==> config.mk <==
export PLATFORM = sky130hd
export DESIGN_NAME = pwm_capture
export DESIGN_NICKNAME = d
export VERILOG_FILES = /design/src/rtl/pwm_cap_pkg.sv /design/src/rtl/pwm_div.sv /design/src/rtl/pwm_capture.sv
export SDC_FILE = /design/constraint.sdc
export NUM_CORES = 1
export LEC_CHECK = 0
export CAP_MARGIN = 10
export CORE_MARGIN = 3
export CORE_UTILIZATION = 55
export DETAILED_ROUTE_END_ITERATION = 10
export PLACE_DENSITY = 0.77
export SLEW_MARGIN = 20
export SYNTH_ARGS = -nofsm -noshare
export SYNTH_HDL_FRONTEND = slang
export SYNTH_SLANG_ARGS = --single-unit
==> constraint.sdc <==
create_clock -name CLK -period 5 [get_ports CLK]
set_input_delay 1.25 -clock CLK [delete_from_list [all_inputs] [get_ports CLK]]
set_output_delay 1.25 -clock CLK [all_outputs]
set_load 0.05 [all_outputs]
==> src/rtl/pwm_cap_pkg.sv <==
// Shared types and constants for the PWM capture path.
package pwm_cap_pkg;

  typedef enum logic {
    IDLE    = 1'b0,
    MEASURE = 1'b1
  } state_t;

  localparam int unsigned PCT_SCALE = 100;

  // One quotient bit per cycle, so latency equals the dividend width.
  function automatic int unsigned div_lat(input int unsigned cnt_w);
    return cnt_w + 7;
  endfunction

endpackage

==> src/rtl/pwm_div.sv <==
// Sequential restoring divider: one quotient bit per cycle, done is a
// combinational pulse exactly N_W cycles after the start cycle.
module pwm_div #(
  parameter int unsigned N_W = 23,
  parameter int unsigned D_W = 16
) (
  input  logic           CLK,
  input  logic           RST,
  input  logic           start,
  input  logic           abort,
  input  logic [N_W-1:0] dividend,
  input  logic [D_W-1:0] divisor,
  output logic           busy,
  output logic           done,
  output logic [N_W-1:0] quotient
);

  localparam int unsigned C_W = $clog2(N_W + 1);

  logic           busy_q, busy_d;
  logic [C_W-1:0] cnt_q, cnt_d;
  logic [D_W-1:0] rem_q, rem_d;
  logic [D_W-1:0] dsr_q, dsr_d;
  logic [N_W-1:0] quo_q, quo_d;

  logic [D_W-1:0] rem_in;
  logic [D_W-1:0] dsr_in;
  logic [N_W-1:0] quo_in;
  logic [D_W:0]   trial;
  logic           fits;
  logic           stepping;

  assign stepping = busy_q && (cnt_q != '0);

  always_comb begin
    // The first step runs in the start cycle on the raw operands.
    rem_in = start ? '0 : rem_q;
    quo_in = start ? dividend : quo_q;
    dsr_in = start ? divisor : dsr_q;
    trial  = {rem_in, quo_in[N_W-1]};
    fits   = (trial >= {1'b0, dsr_in});

    busy_d = busy_q;
    cnt_d  = cnt_q;
    rem_d  = rem_q;
    quo_d  = quo_q;
    dsr_d  = dsr_q;

    if (start || stepping) begin
      rem_d = fits ? D_W'(trial - {1'b0, dsr_in}) : trial[D_W-1:0];
      quo_d = {quo_in[N_W-2:0], fits};
    end

    if (start) begin
      busy_d = 1'b1;
      cnt_d  = C_W'(N_W - 1);
      dsr_d  = divisor;
    end else if (stepping) begin
      cnt_d = cnt_q - 1'b1;
    end else if (busy_q) begin
      busy_d = 1'b0;
    end

    if (abort) busy_d = 1'b0;
  end

  always_ff @(posedge CLK) begin
    if (RST) begin
      busy_q <= 1'b0;
      cnt_q  <= '0;
      rem_q  <= '0;
      quo_q  <= '0;
      dsr_q  <= '0;
    end else begin
      busy_q <= busy_d;
      cnt_q  <= cnt_d;
      rem_q  <= rem_d;
      quo_q  <= quo_d;
      dsr_q  <= dsr_d;
    end
  end

  assign busy     = busy_q;
  assign done     = busy_q && (cnt_q == '0);
  assign quotient = quo_q;

endmodule

==> src/rtl/pwm_capture.sv <==
// Measures period/high time of an asynchronous PWM input, reports duty in
// percent and flags a stuck-high or stuck-low input after a timeout.
module pwm_capture
  import pwm_cap_pkg::*;
#(
  parameter int unsigned CNT_W       = 16,
  parameter int unsigned TIMEOUT_CYC = 50000,
  parameter int unsigned SYNC_STAGES = 2
) (
  input  logic             CLK,
  input  logic             RST,
  input  logic             enable,
  input  logic             pwm_in,
  output logic [CNT_W-1:0] period_cnt,
  output logic [CNT_W-1:0] high_cnt,
  output logic [7:0]       duty_pct,
  output logic             valid,
  output logic             stuck_hi,
  output logic             stuck_lo,
  output logic             overrun,
  output state_t           dbg_state
);

  localparam int unsigned N_W = div_lat(CNT_W);

  logic [SYNC_STAGES-1:0] sync_q, sync_d;
  logic                   s_dly_q, s_dly_d;
  state_t                 state_q, state_d;
  logic [CNT_W-1:0]       per_run_q, per_run_d;
  logic [CNT_W-1:0]       hi_run_q, hi_run_d;
  logic [CNT_W-1:0]       to_cnt_q, to_cnt_d;
  logic [CNT_W-1:0]       period_q, period_d;
  logic [CNT_W-1:0]       high_q, high_d;
  logic [7:0]             duty_q, duty_d;
  logic                   valid_q, valid_d;
  logic                   stuck_hi_q, stuck_hi_d;
  logic                   stuck_lo_q, stuck_lo_d;
  logic                   overrun_q, overrun_d;

  logic           s, rise, timeout, div_free;
  logic           div_start, div_abort, div_busy, div_done;
  logic [N_W-1:0] quotient;

  assign s        = sync_q[SYNC_STAGES-1];
  assign rise     = s & ~s_dly_q;
  assign timeout  = enable && !rise && (to_cnt_q == CNT_W'(TIMEOUT_CYC));
  // A done cycle frees the divider, so a rise landing on it may start anew.
  assign div_free = !div_busy || div_done;

  always_comb begin
    sync_d     = (sync_q << 1) | SYNC_STAGES'(pwm_in);
    s_dly_d    = s;
    state_d    = state_q;
    per_run_d  = per_run_q;
    hi_run_d   = hi_run_q;
    to_cnt_d   = to_cnt_q;
    period_d   = period_q;
    high_d     = high_q;
    duty_d     = duty_q;
    valid_d    = 1'b0;
    stuck_hi_d = stuck_hi_q;
    stuck_lo_d = stuck_lo_q;
    overrun_d  = 1'b0;
    div_start  = 1'b0;
    div_abort  = 1'b0;

    if (!enable) begin
      state_d   = IDLE;
      per_run_d = '0;
      hi_run_d  = '0;
      to_cnt_d  = '0;
      div_abort = 1'b1;
    end else if (timeout) begin
      state_d   = IDLE;
      per_run_d = '0;
      hi_run_d  = '0;
      to_cnt_d  = '0;
      div_abort = 1'b1;
      valid_d   = 1'b1;
      period_d  = CNT_W'(TIMEOUT_CYC);
      if (s) begin
        stuck_hi_d = 1'b1;
        duty_d     = 8'(PCT_SCALE);
        high_d     = CNT_W'(TIMEOUT_CYC);
      end else begin
        stuck_lo_d = 1'b1;
        duty_d     = 8'd0;
        high_d     = '0;
      end
    end else begin
      if (div_done) begin
        duty_d  = (quotient > N_W'(PCT_SCALE)) ? 8'(PCT_SCALE) : quotient[7:0];
        valid_d = 1'b1;
      end
      if (rise) begin
        state_d    = MEASURE;
        per_run_d  = CNT_W'(1);
        hi_run_d   = CNT_W'(1);
        to_cnt_d   = CNT_W'(1);
        stuck_hi_d = 1'b0;
        stuck_lo_d = 1'b0;
        if (state_q == MEASURE) begin
          if (div_free) begin
            period_d  = per_run_q;
            high_d    = hi_run_q;
            div_start = 1'b1;
          end else begin
            overrun_d = 1'b1;
          end
        end
      end else begin
        // A latched stuck flag parks the timeout until the next edge.
        if (!stuck_hi_q && !stuck_lo_q) to_cnt_d = to_cnt_q + 1'b1;
        if (state_q == MEASURE) begin
          if (per_run_q != '1) per_run_d = per_run_q + 1'b1;
          if (s && (hi_run_q != '1)) hi_run_d = hi_run_q + 1'b1;
        end
      end
    end
  end

  always_ff @(posedge CLK) begin
    if (RST) begin
      sync_q     <= '0;
      s_dly_q    <= 1'b0;
      state_q    <= IDLE;
      per_run_q  <= '0;
      hi_run_q   <= '0;
      to_cnt_q   <= '0;
      period_q   <= '0;
      high_q     <= '0;
      duty_q     <= '0;
      valid_q    <= 1'b0;
      stuck_hi_q <= 1'b0;
      stuck_lo_q <= 1'b0;
      overrun_q  <= 1'b0;
    end else begin
      sync_q     <= sync_d;
      s_dly_q    <= s_dly_d;
      state_q    <= state_d;
      per_run_q  <= per_run_d;
      hi_run_q   <= hi_run_d;
      to_cnt_q   <= to_cnt_d;
      period_q   <= period_d;
      high_q     <= high_d;
      duty_q     <= duty_d;
      valid_q    <= valid_d;
      stuck_hi_q <= stuck_hi_d;
      stuck_lo_q <= stuck_lo_d;
      overrun_q  <= overrun_d;
    end
  end

  pwm_div #(
    .N_W(N_W),
    .D_W(CNT_W)
  ) u_div (
    .CLK      (CLK),
    .RST      (RST),
    .start    (div_start),
    .abort    (div_abort),
    .dividend (N_W'(hi_run_q) * N_W'(PCT_SCALE)),
    .divisor  (per_run_q),
    .busy     (div_busy),
    .done     (div_done),
    .quotient (quotient)
  );

  assign period_cnt = period_q;
  assign high_cnt   = high_q;
  assign duty_pct   = duty_q;
  assign valid      = valid_q;
  assign stuck_hi   = stuck_hi_q;
  assign stuck_lo   = stuck_lo_q;
  assign overrun    = overrun_q;
  assign dbg_state  = state_q;

endmodule

Yosys cells after proc, flatten, opt, wreduce, memory -nomap -nowiden

Cells that the tools add are included.
Widths: inputs -> output; s select.

Output and inout port bits: 45
Register bits after elaboration: 157
Input port bits: 4
Word-level logic and storage cells: 123

$lt $le $gt $ge: 2
Add/sub/neg operators: 5
Multipliers: 1
Reductions and logical operators: 37
Eq/ne operators: 6
Bitwise gates (word level): 6
Mux-type cells: 44

Operators by type and width:

| kind                  | number |
|---|---|
| $mux 16               | 12 |
| $add 16x1->16 const B | 3 |
| $ne 16x16->1 const B  | 2 |
| $mux 1                | 25 |
| $mux 8                | 3 |
| $gt 23x7->1 const B   | 1 |
| $mux 23               | 1 |
| $mul 16x5->21 const B | 1 |
| $reduce_bool 2->1     | 9 |
| $ge 17x16->1          | 1 |
| $eq 16x16->1 const B  | 1 |
| $sub 16x16->16        | 1 |
| $mux 5                | 2 |
| $reduce_and 2->1      | 5 |
| $mux 7                | 1 |
| $logic_and 1x1->1     | 6 |
| $reduce_and 3->1      | 2 |
| $reduce_or 2->1       | 3 |
| $logic_not 5->1       | 1 |
| $reduce_bool 5->1     | 1 |
| $reduce_or 5->1       | 1 |
| $sub 5x1->5 const B   | 1 |
| $logic_not 1->1       | 4 |
| $ne 2x2->1 const B    | 2 |
| other kinds (8)       | 12 |

Longest topological paths before layout

Gate-level depths: netlist of run 1.

Depth after elaboration: 11
Gate-level depth with buffers: 23
Gate-level depth less buffers: 22

Cells and area by module

Synthesis of run 1 repeated with hierarchy kept, for this count alone.

Cell total of the unflattened synthesis: 1087
Area, all modules: 8962.3 um^2

Modules (own cells, without submodules):

| module      | area an instance (um^2) | cells each | seq. area each (um^2) | instances |
|---|---|---|---|---|
| pwm_capture | 5525.3                  | 653        | 1921.8                | 1 |
| pwm_div     | 3437.0                  | 434        | 1221.2                | 1 |

Worst setup path before layout of run 1

OpenSTA, ideal clock, no wires.

Path type: register to register
Start point: register hi_run_q[3]
End point: register u_div.rem_q[8]
Data required time: 4908 ps
Setup slack: 186 ps
Setup time: 92 ps
Buffers on the path: 0
Stages on the path, launching flop included: 23
Data arrival time: 4722 ps
Period minus slack after synthesis: 4814 ps
Cell sequence: dfxtp_1 ha_1 ha_1 inv_1 fa_1 inv_1 ha_1 a211oi_1 o21ai_1 a31oi_1 a311oi_1 nor3_1 o31a_1 ha_1 inv_1 fa_1 a21o_1 a221oi_1 o21ai_0 xnor2_1 a211oi_1 a211oi_1 nor4_1

Word-level cells in the longest chain between the ends: 4
Elaborated cells between the ends (all ways): 5
Those cells by class: 1 x add/sub; 1 x mul; 1 x order compare; 2 x mux

Ends and longest elaborated chain:

| element                                               | RTL line                     | source |
|---|---|---|
| start: declaration                                    | pwm_capture.sv:30            | `logic [CNT_W-1:0] hi_run_q, hi_run_d;` |
| start signal: assignment                              | pwm_capture.sv:142           | `hi_run_q <= hi_run_d;` |
| $mul 16x5->21 *                                       | pwm_capture.sv:162           | `.dividend (N_W'(hi_run_q) * N_W'(PCT_SCALE)),` |
| $mux 23 *                                             | pwm_div.sv:38                | `quo_in = start ? dividend : quo_q;` |
| $sub 16x16->16 / $ge 17x16->1 (equally long branches) | pwm_div.sv:50, pwm_div.sv:41 |  |
| $mux 16 *                                             | pwm_div.sv:50                | `rem_d = fits ? D_W'(trial - {1'b0, dsr_in}) : trial[D_W-1:0];` |
| end signal: assignment                                | pwm_div.sv:77                | `rem_q <= rem_d;` |
| end: declaration                                      | pwm_div.sv:22                | `logic [D_W-1:0] rem_q, rem_d;` |

Mark *: on every way between the ends. The rest lies on a longest branch, timed or not.
A chain may end at the register's enable or synchronous reset.

Worst setup path after layout of run 1

Start point: register hi_run_q[9]
End point: register u_div.rem_q[2]

The elaborated chain is that of the path after synthesis.

==> metrics.cfg, run 1 <==
[logic_synthesis]
yosysTopAreaCellShare_pct = 35.1
syn-num-nets = 1155
ys_warn_count = 0
ys_seq_elements = 157
netlist_instances = 1066
synth.top_cells.by_area = dfxtp_1 35%, ha_1 10%, nor2_1 6.5%
synth-main-ff-cell = dfxtp_1
syn_area_per_cell_um2 = 8.40
syn_area_um2 = 8950
async_reset_ff_share_pct = 0
synth_edf_count = 0
synth_top_area_cell = dfxtp_1
ys_types = 71
seq_area_frac_synth_pct = 35.1

[cts]
cts_tree = yes
cts_made_buffers = 17
clk_pin_slew_worst_paths_ps = 60
ctsHoldBuffers = 0
cts-root-buf = clkbuf_16
clock_latency_ps = 430
cts_buffer_depth = 2
htreeDepth = 4
cts_sinks = 157

[timing]
setup_ws_ps = -38.0
tightest_slew_ps = 1120
period_share_pct = 101
slew_viol_final = 0
fin_skew_ps = 13.9
hold_viol_final = 0
finalSetupTns_ps = -38.0
slew_headroom_pct = 25.6
max_freq_mhz = 198
fin_crit_ps = 5040
finalSetupViolations = 1

[grt]
grt_pass1_vias = 7607
grt_use_met2_pct = 41.1
grtUsageTotal_pct = 25.1
grt_use_met3_pct = 3.85
grt_overflow = 0
grt_pass1_wl_um = 37100
grt_max_degree = 99
grt_use_met1_pct = 35.0
top_usage_layer = met2
antenna_found_initial = 0

[setup_path]
worst-endpoint-arrival_ps = 5340
crit_path_end_kind = register
crit_slowest_cell = fa_1
r2r_cells = 22
critPathMaxFanout = 5
crit_type = register to register
required_ps = 5300
start_kind = register
path_cells = ha_2, ha_1, inv_1, fa_1, inv_1, ha_4, a21o_1, o2bb2ai_4, a31oi_4, a311oi_2, o21a_1, o31a_1, ha_4, and4_1, and4bb_1, a211oi_2, a21boi_4, buf_6, a21o_4, buf_4, nor2_1, o41ai_1
max_stage_delay_ps = 500

[routing]
ant_nets = 0
drt_wl_total_um = 24400
first_pass_iters = 5
wire_per_inst_um = 17.4
routed_via_density = 5.96
initialDrtViolationCount = 864
drcViolationCount = 0
num_vias = 8353

[die]
fp.dieArea_um2 = 17800
die_h_um = 134
coreArea_um2 = 15900
start_util_pct = 56.4
fp-row-count = 46
io_pins = 49
fp.dieW_um = 134

[status]
violations = negative setup slack
status = finished, violations left

[placement]
placed_area_um2 = 10100
dpl.hpwl_um = 15600
gp_congestion = 0.884
io_buffers = 48

[worst_hold_path]
min_path_cells = 1
hp-class = register to register

[cells_and_area]
layout-drive-gt1-share_pct = 17.3
antenna_cells = 0
final_area_um2 = 11200
nets = 1261
area_delta_synth_final_pct = 24.8

[pwr]
p_sw_uw = 575
power_density_nw_per_um2 = 228
seq_power_share_pct = 49.3
switching_share_pct = 22.6
p_int_mw = 1.97
power_frac_comb_pct = 2.2
leakagePower_nw = 4.55
pwr-share-clk_pct = 48.5
vdd_ir_drop_max_v = 0.000224

[flow_run]
cap_violations = 0

-- worst paths after layout --
check / to / from / slack [ps]
max: u_div.rem_q[2] / hi_run_q[9] / -40
min: sync_q[1] / sync_q[0] / 460
max reg2reg: u_div.rem_q[2] / hi_run_q[9] / -40
min reg2reg: sync_q[1] / sync_q[0] / 460
-- layer usage --
| layer | vias to the layer above | wire length [µm] |
|---|---|---|
| met5 | - | 0 |
| met2 | 327 | 11700 |
| li1 | 3955 | - |
| met1 | 4024 | 10700 |
| met4 | 0 | 476 |
| met3 | 47 | 1510 |
-- placed cells by master, fill, tap and decap left out, drive strengths merged, types with 7 or more instances in the layout --
cell type      instances
o21ai                 27
nor3                  25
nand3                 37
clkdlybuf4s50         47
mux2i                 18
xor2                  19
o21a                   8
a211oi                17
xnor2                 37
and3                  16
nor4                  10
clkbuf                20
o31ai                  7
a21oi                 61
buf                   88
or3                    8
dfxtp                157
nand4                 10
and2                  18
inv                   70
a31oi                 11
ha                    73
clkinv                 8
a311oi                22
nor2b                  9
fa                    12
nor2                 155
a21o                  11
nand2                107
a22oi                 17
-- power groups by stage --
| stage | clock (mW) | sequential [mW] | combinational [mW] |
|---|---|---|---|
| finish | 1.23 | 1.25 | 0.0559 |
| CTS | 1.24 | 1.26 | 0.0531 |
| floorplan | 0 | 1.28 | 0.0367 |
| global route | 1.30 | 1.25 | 0.0602 |
| detailed placement | 0 | 1.28 | 0.0525 |
| global placement | 0 | 1.28 | 0.0519 |
-- flip-flops by register name, summed over array words and instances (netlist names), 2 cells and up --
name	count
hi_run_q	16
u_div.quotient	23
high_cnt	16
sync_q	2
u_div.dsr_q	16
u_div.cnt_q	5
duty_pct	8
to_cnt_q	16
period_cnt	16
per_run_q	16
u_div.rem_q	16
-- worst max-delay path: cells and delay by family (launching register included) --
family / cells / cell delay (ps)
AOI/OAI and AO/OA: 10 / 2260
adders and majority gates: 5 / 1490
buffers and inverters: 4 / 380
DFF: 1 / 390
and+or+nand+nor: 3 / 380
-- final cells by class --
cell class                 instances  area [µm²]
inverter                          68         255
multi-input combinational        793        5760
tap                              216         270
sequential                       157        3170
fill                            1168        4710
clock buffer                      20         447
timing repair buffer             135        1160
clock inverter                    12         114
-- logic make-up after synthesis --
kind of cell / after synthesis / share of synthesized area (%)
xor gates and xnor gates: 56 / 5.48
muxes: 18 / 2.01
AOI/OAI and AO/OA: 213 / 17.3
and+or+nand+nor: 419 / 21.8
adders and majority gates: 85 / 12.9
buffers and inverters: 118 / 5.39
DFF: 157 / 35.1
-- timing repair --
item | in CTS | in global routing
buffers inserted | 1 | 11
cloned | 1 | 1
pin swaps | 7 | 33
endpoints found under the hold margin | 0 | 0
resized for setup | 12 | 74
endpoints found under the setup margin | 17 | 17
-- metrics by stage --
step | std cells | util (%) | hold WS (ps) | power (mW) | setup slack, ps
2_1_floorplan | 1066 | - | 414 | 1.32 | 186
3_3_place_gp | 1355 | 63.3 | 436 | 1.34 | -116
3_5_place_dp | 1355 | 63.3 | 437 | 1.34 | -246
4_1_cts | 1389 | 67.3 | 459 | 2.55 | -9.51
5_1_grt | 1401 | 70.3 | 471 | 2.61 | -145
6_report | 1401 | 70.3 | 457 | 2.54 | -38.0
-- cell usage after synthesis (all sizes together), types with 3 or more instances --
cell type  number
nor2          155
a21oi          60
mux2i          18
o211ai          3
xor2           19
dfxtp         157
fa             12
nor3           25
o21a            8
a32oi           3
and4b           3
o21ai          27
and3           16
buf            19
nand3          37
a31oi          11
ha             73
nand2b          3
a211oi         17
o41ai           3
and2           18
or3             8
or2             4
o31ai           7
nand4          10
nor4           10
a311oi         22
o221ai          4
inv            68
and4            5
a21o           10
nand2         107
clkbuf         31
nor4b           3
a22oi          17
nor2b           9
o21bai          3
o31a            3
xnor2          37
Power figures use the tool's default switching activity.
==> run 2: changes to the inputs <==
Settings changed: GPL_TIMING_DRIVEN from default to 0.
==> run 2 against run 1 <==
The run still ends with negative setup slack left. Critical path type unchanged. Worst setup slack better by 22 ps. Routed wire length is 4.3% higher. First-iteration DRC count decreased by 6.3%. Sequential power is essentially flat. Clock skew is 3.8 ps lower.
==> metrics.cfg, run 2 (synthesized netlist as in run 1, its figures left out) <==
[status]
status = finished, violations left
violations = negative setup slack

[cts]
cts-root-buf = clkbuf_16
htreeDepth = 4
cts_tree = yes
clk_pin_slew_worst_paths_ps = 60
cts_buffer_depth = 2
clock_latency_ps = 440
ctsHoldBuffers = 0
cts_made_buffers = 17
cts_sinks = 157

[cells_and_area]
final_util_pct = 69.7
multi_input_area_um2 = 5790
area_delta_synth_final_pct = 23.6
antenna_cells = 0
nets = 1256
fillers = 1173
register_area_um2 = 3180
layout_commonest_cell = nor2_1
final_cell_mix = 154 x nor2_1, 144 x dfxtp_1, 106 x nand2_1, 59 x inv_1, 57 x a21oi_1
layout-drive-gt1-share_pct = 15.6
finalNonFillerCells = 1396
largest_register_ffs = 23

[placement]
gp_congestion = 0.890
dpl.hpwl_um = 16800
dp.cells = 1329
place_ws_ps = -993
io_buffers = 47

[timing]
hold_viol_final = 0
slew_headroom_pct = 21.5
finalSetupViolations = 2
rsz0062_at_grt = yes
fin_hold_ws_ps = 459
fin_skew_ps = 10.1
tightest_slew_ps = 1170
max_freq_mhz = 199
fin_crit_ps = 5020
slew_viol_final = 0
period_share_pct = 100
finalSetupTns_ps = -16.0
setup_ws_ps = -15.8

[die]
io_pins = 49
start_util_pct = 56.4
die_h_um = 134
coreArea_um2 = 15900
fp-row-count = 46
fp.dieArea_um2 = 17800
fp.dieW_um = 134

[flow_run]
cap_violations = 0

[grt]
grt_pass1_wl_um = 38300
grtUsageTotal_pct = 26.5
grt_pass1_vias = 7709
antenna_found_initial = 0
grt_overflow = 0
grt_max_degree = 17

[setup_path]
required_ps = 5330
path_cells = ha_4, ha_1, inv_1, fa_1, inv_2, ha_4, o311a_4, a31oi_4, a311oi_2, o21a_1, o31a_1, ha_4, and4_1, and4bb_1, a211oi_2, a21boi_4, buf_4, a211oi_1, a211oi_1, nor4_1
crit_path_end_kind = register
rr_endpoint = u_div.rem_q[3]
path_common_cell = ha_4
reg2reg_slack_ps = -20
start_kind = register
critPathMaxFanout = 5
crit_slowest_cell = fa_1
crit_type = register to register
max_stage_delay_ps = 530
r2r_cells = 20
r2r_start = hi_run_q[5]
worst-endpoint-arrival_ps = 5340

[routing]
ant_nets = 0
drcViolationCount = 0
initialDrtViolationCount = 810
first_pass_iters = 7
routed_via_density = 5.99
drt_wl_total_um = 25400
num_vias = 8367
wire_per_inst_um = 18.2

[worst_hold_path]
holdPathEnd = period_cnt[0]
hp-start = period_cnt[0]
hp-class = register to register
min_path_cells = 2

[pwr]
leakagePower_nw = 4.38
power_density_nw_per_um2 = 232
vdd_ir_drop_max_v = 0.000236

run 2: what timing repair did:
action / CTS / global route
resized for setup: 44 / 70
endpoints found under the hold margin: 0 / 0
gates cloned: 0 / 0
buffers inserted: 7 / 29
pin swaps: 15 / 40
endpoints found under the setup margin: 17 / 17
run 2: metal layers:
metal | global-route usage (%) | share of wire (%) | up-vias
met5 | 0 | 0 | -
met2 | 44.4 | 48 | 345
met3 | 4.68 | 6.9 | 57
li1 | - | - | 3938
met1 | 35.3 | 42 | 4027
met4 | 7.37 | 2.3 | 0
run 2: final cells by class:
| class | count | share of cell area (%) |
|---|---|---|
| multi-input combinational | 791 | 52.3 |
| tap | 216 | 2.44 |
| buffer | 49 | 2.19 |
| sequential | 157 | 28.7 |
| timing repair buffer | 83 | 6.86 |
| clock inverter | 12 | 0.961 |
| inverter | 68 | 2.31 |
| clock buffer | 20 | 4.22 |
run 2: worst max-delay path: cells and delay by family, from the launching register on:
kind / cells / cell delay, ps
buffers and inverters: 3 / 260
adder cells (fa/ha/maj): 5 / 1540
flip-flops: 1 / 380
AND/OR/NAND/NOR: 3 / 670
AO/OA/AOI/OAI: 9 / 2050
run 2: how the worst max path moves through the flow:
stage,start,endpoint,slack [ps],cells past startpoint
global placement,enable,u_div.rem_q[8],-950,18
detailed placement,enable,u_div.rem_q[8],-990,18
finish,hi_run_q[5],u_div.rem_q[3],-20,20
CTS,hi_run_q[5],u_div.rem_q[1],0.9,20
global route,hi_run_q[5],u_div.rem_q[8],-220,21
floorplan,hi_run_q[3],u_div.rem_q[8],190,22
run 2: power breakdown:
| part | internal, mW | leakage (nW) | switching [mW] |
|---|---|---|---|
| Combinational | 0.0184 | 2.84 | 0.0444 |
| Sequential | 1.25 | 1.27 | 0.00313 |
| Clock | 0.687 | 0.270 | 0.569 |
run 2: through the flow:
stage,power (mW),cell area [µm²]
floorplan,1.32,8950
global placement,1.34,9690
detailed placement,1.34,9690
CTS,2.57,10500
global route,2.63,11100
finish,2.57,11100
==> run 3: changes to the inputs <==
Settings changed: CORE_UTILIZATION 55 to 60, PLACE_DENSITY 0.77 to 0.8, SKIP_LAST_GASP from default to 1.
Clock period 5 ns to 5.8 ns, I/O delays scaled along.
==> run 3 against run 2 <==
The run now ends clean. Global-route usage grew 2.2 points. Critical path depth shrank 4. Routed wire length shrank 11%. Utilization grew 0.73 points. Clock power shrank 10%. Count of clock-buffer cells in the layout grew 2. Final cell count shrank 4.9%. First-iteration DRC count shrank 21%. Via count shrank 4.5%. Critical path type is now input pin to register. Largest power group unchanged.
==> metrics.cfg, run 3 (synthesized netlist as in run 1, its figures left out) <==
[status]
status = completed

[cells_and_area]
layout-drive-gt1-share_pct = 6.73
fillers = 1130
largest_register_ffs = 23
nets = 1220
final_cell_mix = 157 x dfxtp_1, 155 x nor2_1, 107 x nand2_1, 73 x ha_1, 68 x inv_1
register_area_um2 = 3140
layout_commonest_cell = dfxtp_1
antenna_cells = 0
area_delta_synth_final_pct = 14.7
multi_input_area_um2 = 5350

[setup_path]
critPathMaxFanout = 10
start_kind = input pin
crit_type = input pin to register
required_ps = 6140
worst-endpoint-arrival_ps = 5920
reg2reg_slack_ps = 230
crit_path_end_kind = register

[pwr]
p_total_mw = 2.26
switching_share_pct = 22.6
power_frac_comb_pct = 2.2
p_int_mw = 1.75
seq_power_share_pct = 47.9
leakagePower_nw = 4.24
pwr-share-clk_pct = 49.8
vdd_ir_drop_max_v = 0.000219
p_sw_uw = 511
power_density_nw_per_um2 = 220

[cts]
cts-root-buf = clkbuf_16
cts_buffer_depth = 2
cts_setup_buffers = 0
clk_pin_slew_worst_paths_ps = 60
htreeDepth = 4
clock_latency_ps = 430
cts_made_buffers = 17
cts_sinks = 157
cts_tree = yes

[routing]
routed_via_density = 6.02
drcViolationCount = 0
initialDrtViolationCount = 642
num_vias = 7988
ant_nets = 0
drt_wl_total_um = 22800
first_pass_iters = 5
wire_per_inst_um = 17.1

[timing]
period_share_pct = 96.2
rsz0062_at_grt = yes
max_freq_mhz = 179
fin_crit_ps = 5580
finalSetupViolations = 0
finalSetupTns_ps = 0
slew_headroom_pct = 26.7
slew_viol_final = 0
tightest_slew_ps = 1090
fin_hold_ws_ps = 461
fin_skew_ps = 7.12
hold_viol_final = 0

[placement]
gp_congestion = 0.914
io_buffers = 47
dpl.hpwl_um = 17000

[die]
fp.dieArea_um2 = 16400
fp-row-count = 44
fp.dieW_um = 128
coreArea_um2 = 14600
io_pins = 49
start_util_pct = 61.4
die_h_um = 128

[grt]
grtUsageTotal_pct = 28.6
antenna_found_initial = 0
grt_pass1_vias = 7622
grt_pass1_wl_um = 37800
grt_max_degree = 17
grt_overflow = 0

[worst_hold_path]
hp-class = register to register

[flow_run]
cap_violations = 0

## run 3: final cells by class
cell class              count  area share, %
multi-input cells         791           52.1
flip-flops and latches    157           30.6
clock buffers              22           4.81
repair buffers             47           4.58
inverters                  68           2.49
well taps                 184           2.24
plain buffers              49           2.21
clock inverters            10           1.01
## run 3: metal layers
layer	vias to the layer above	share of wire [%]	global-route usage (%)	wire length (µm)
li1	3877	-	-	-
met4	0	1.9	9.18	440
met3	41	6.4	4.04	1450
met2	280	47	47.0	10600
met5	-	0	0	0
met1	3790	45	39.0	10300
## run 3: repair_timing
item | in CTS | in global routing
resized for setup | 0 | 8
setup endpoints to repair | 0 | 13
hold buffers | 0 | 0
## run 3: critical path: stages
cell	delay, ps
clkdlybuf4s50_1	640
nand3_1	380
nor2_1	610
buf_2	390
nand2_1	150
nand2_1	150
ha_1	190
inv_1	50
fa_1	390
a21o_1	240
a221oi_1	380
o21ai_0	180
xnor2_1	180
a211oi_2	220
a211oi_1	80
nor4_1	220
## run 3: worst paths after layout
check | start | endpoint | cells after the start
min reg2reg | sync_q[0] | sync_q[1] | 1
min | sync_q[0] | sync_q[1] | 1
max | enable | u_div.rem_q[8] | 16
max reg2reg | hi_run_q[3] | u_div.rem_q[8] | 22
## run 3: power groups by stage
stage	clock network, mW	logic, mW	registers [mW]
global route	1.18	0.0542	1.08
CTS	1.13	0.0493	1.08
floorplan	0	0.0316	1.11
detailed placement	0	0.0490	1.11
global placement	0	0.0485	1.11
finish	1.13	0.0505	1.08
## run 3: per-stage QoR
stage / instance area, µm² / cells / utilization, % / setup WS, ps
floorplan: 8950 / 1066 / - / 986
global placement: 9650 / 1297 / 66.2 / -332
detailed placement: 9650 / 1297 / 66.2 / -354
CTS: 10300 / 1329 / 70.3 / 88.6
global route: 10300 / 1328 / 70.4 / -92.6
finish: 10300 / 1328 / 70.4 / 219
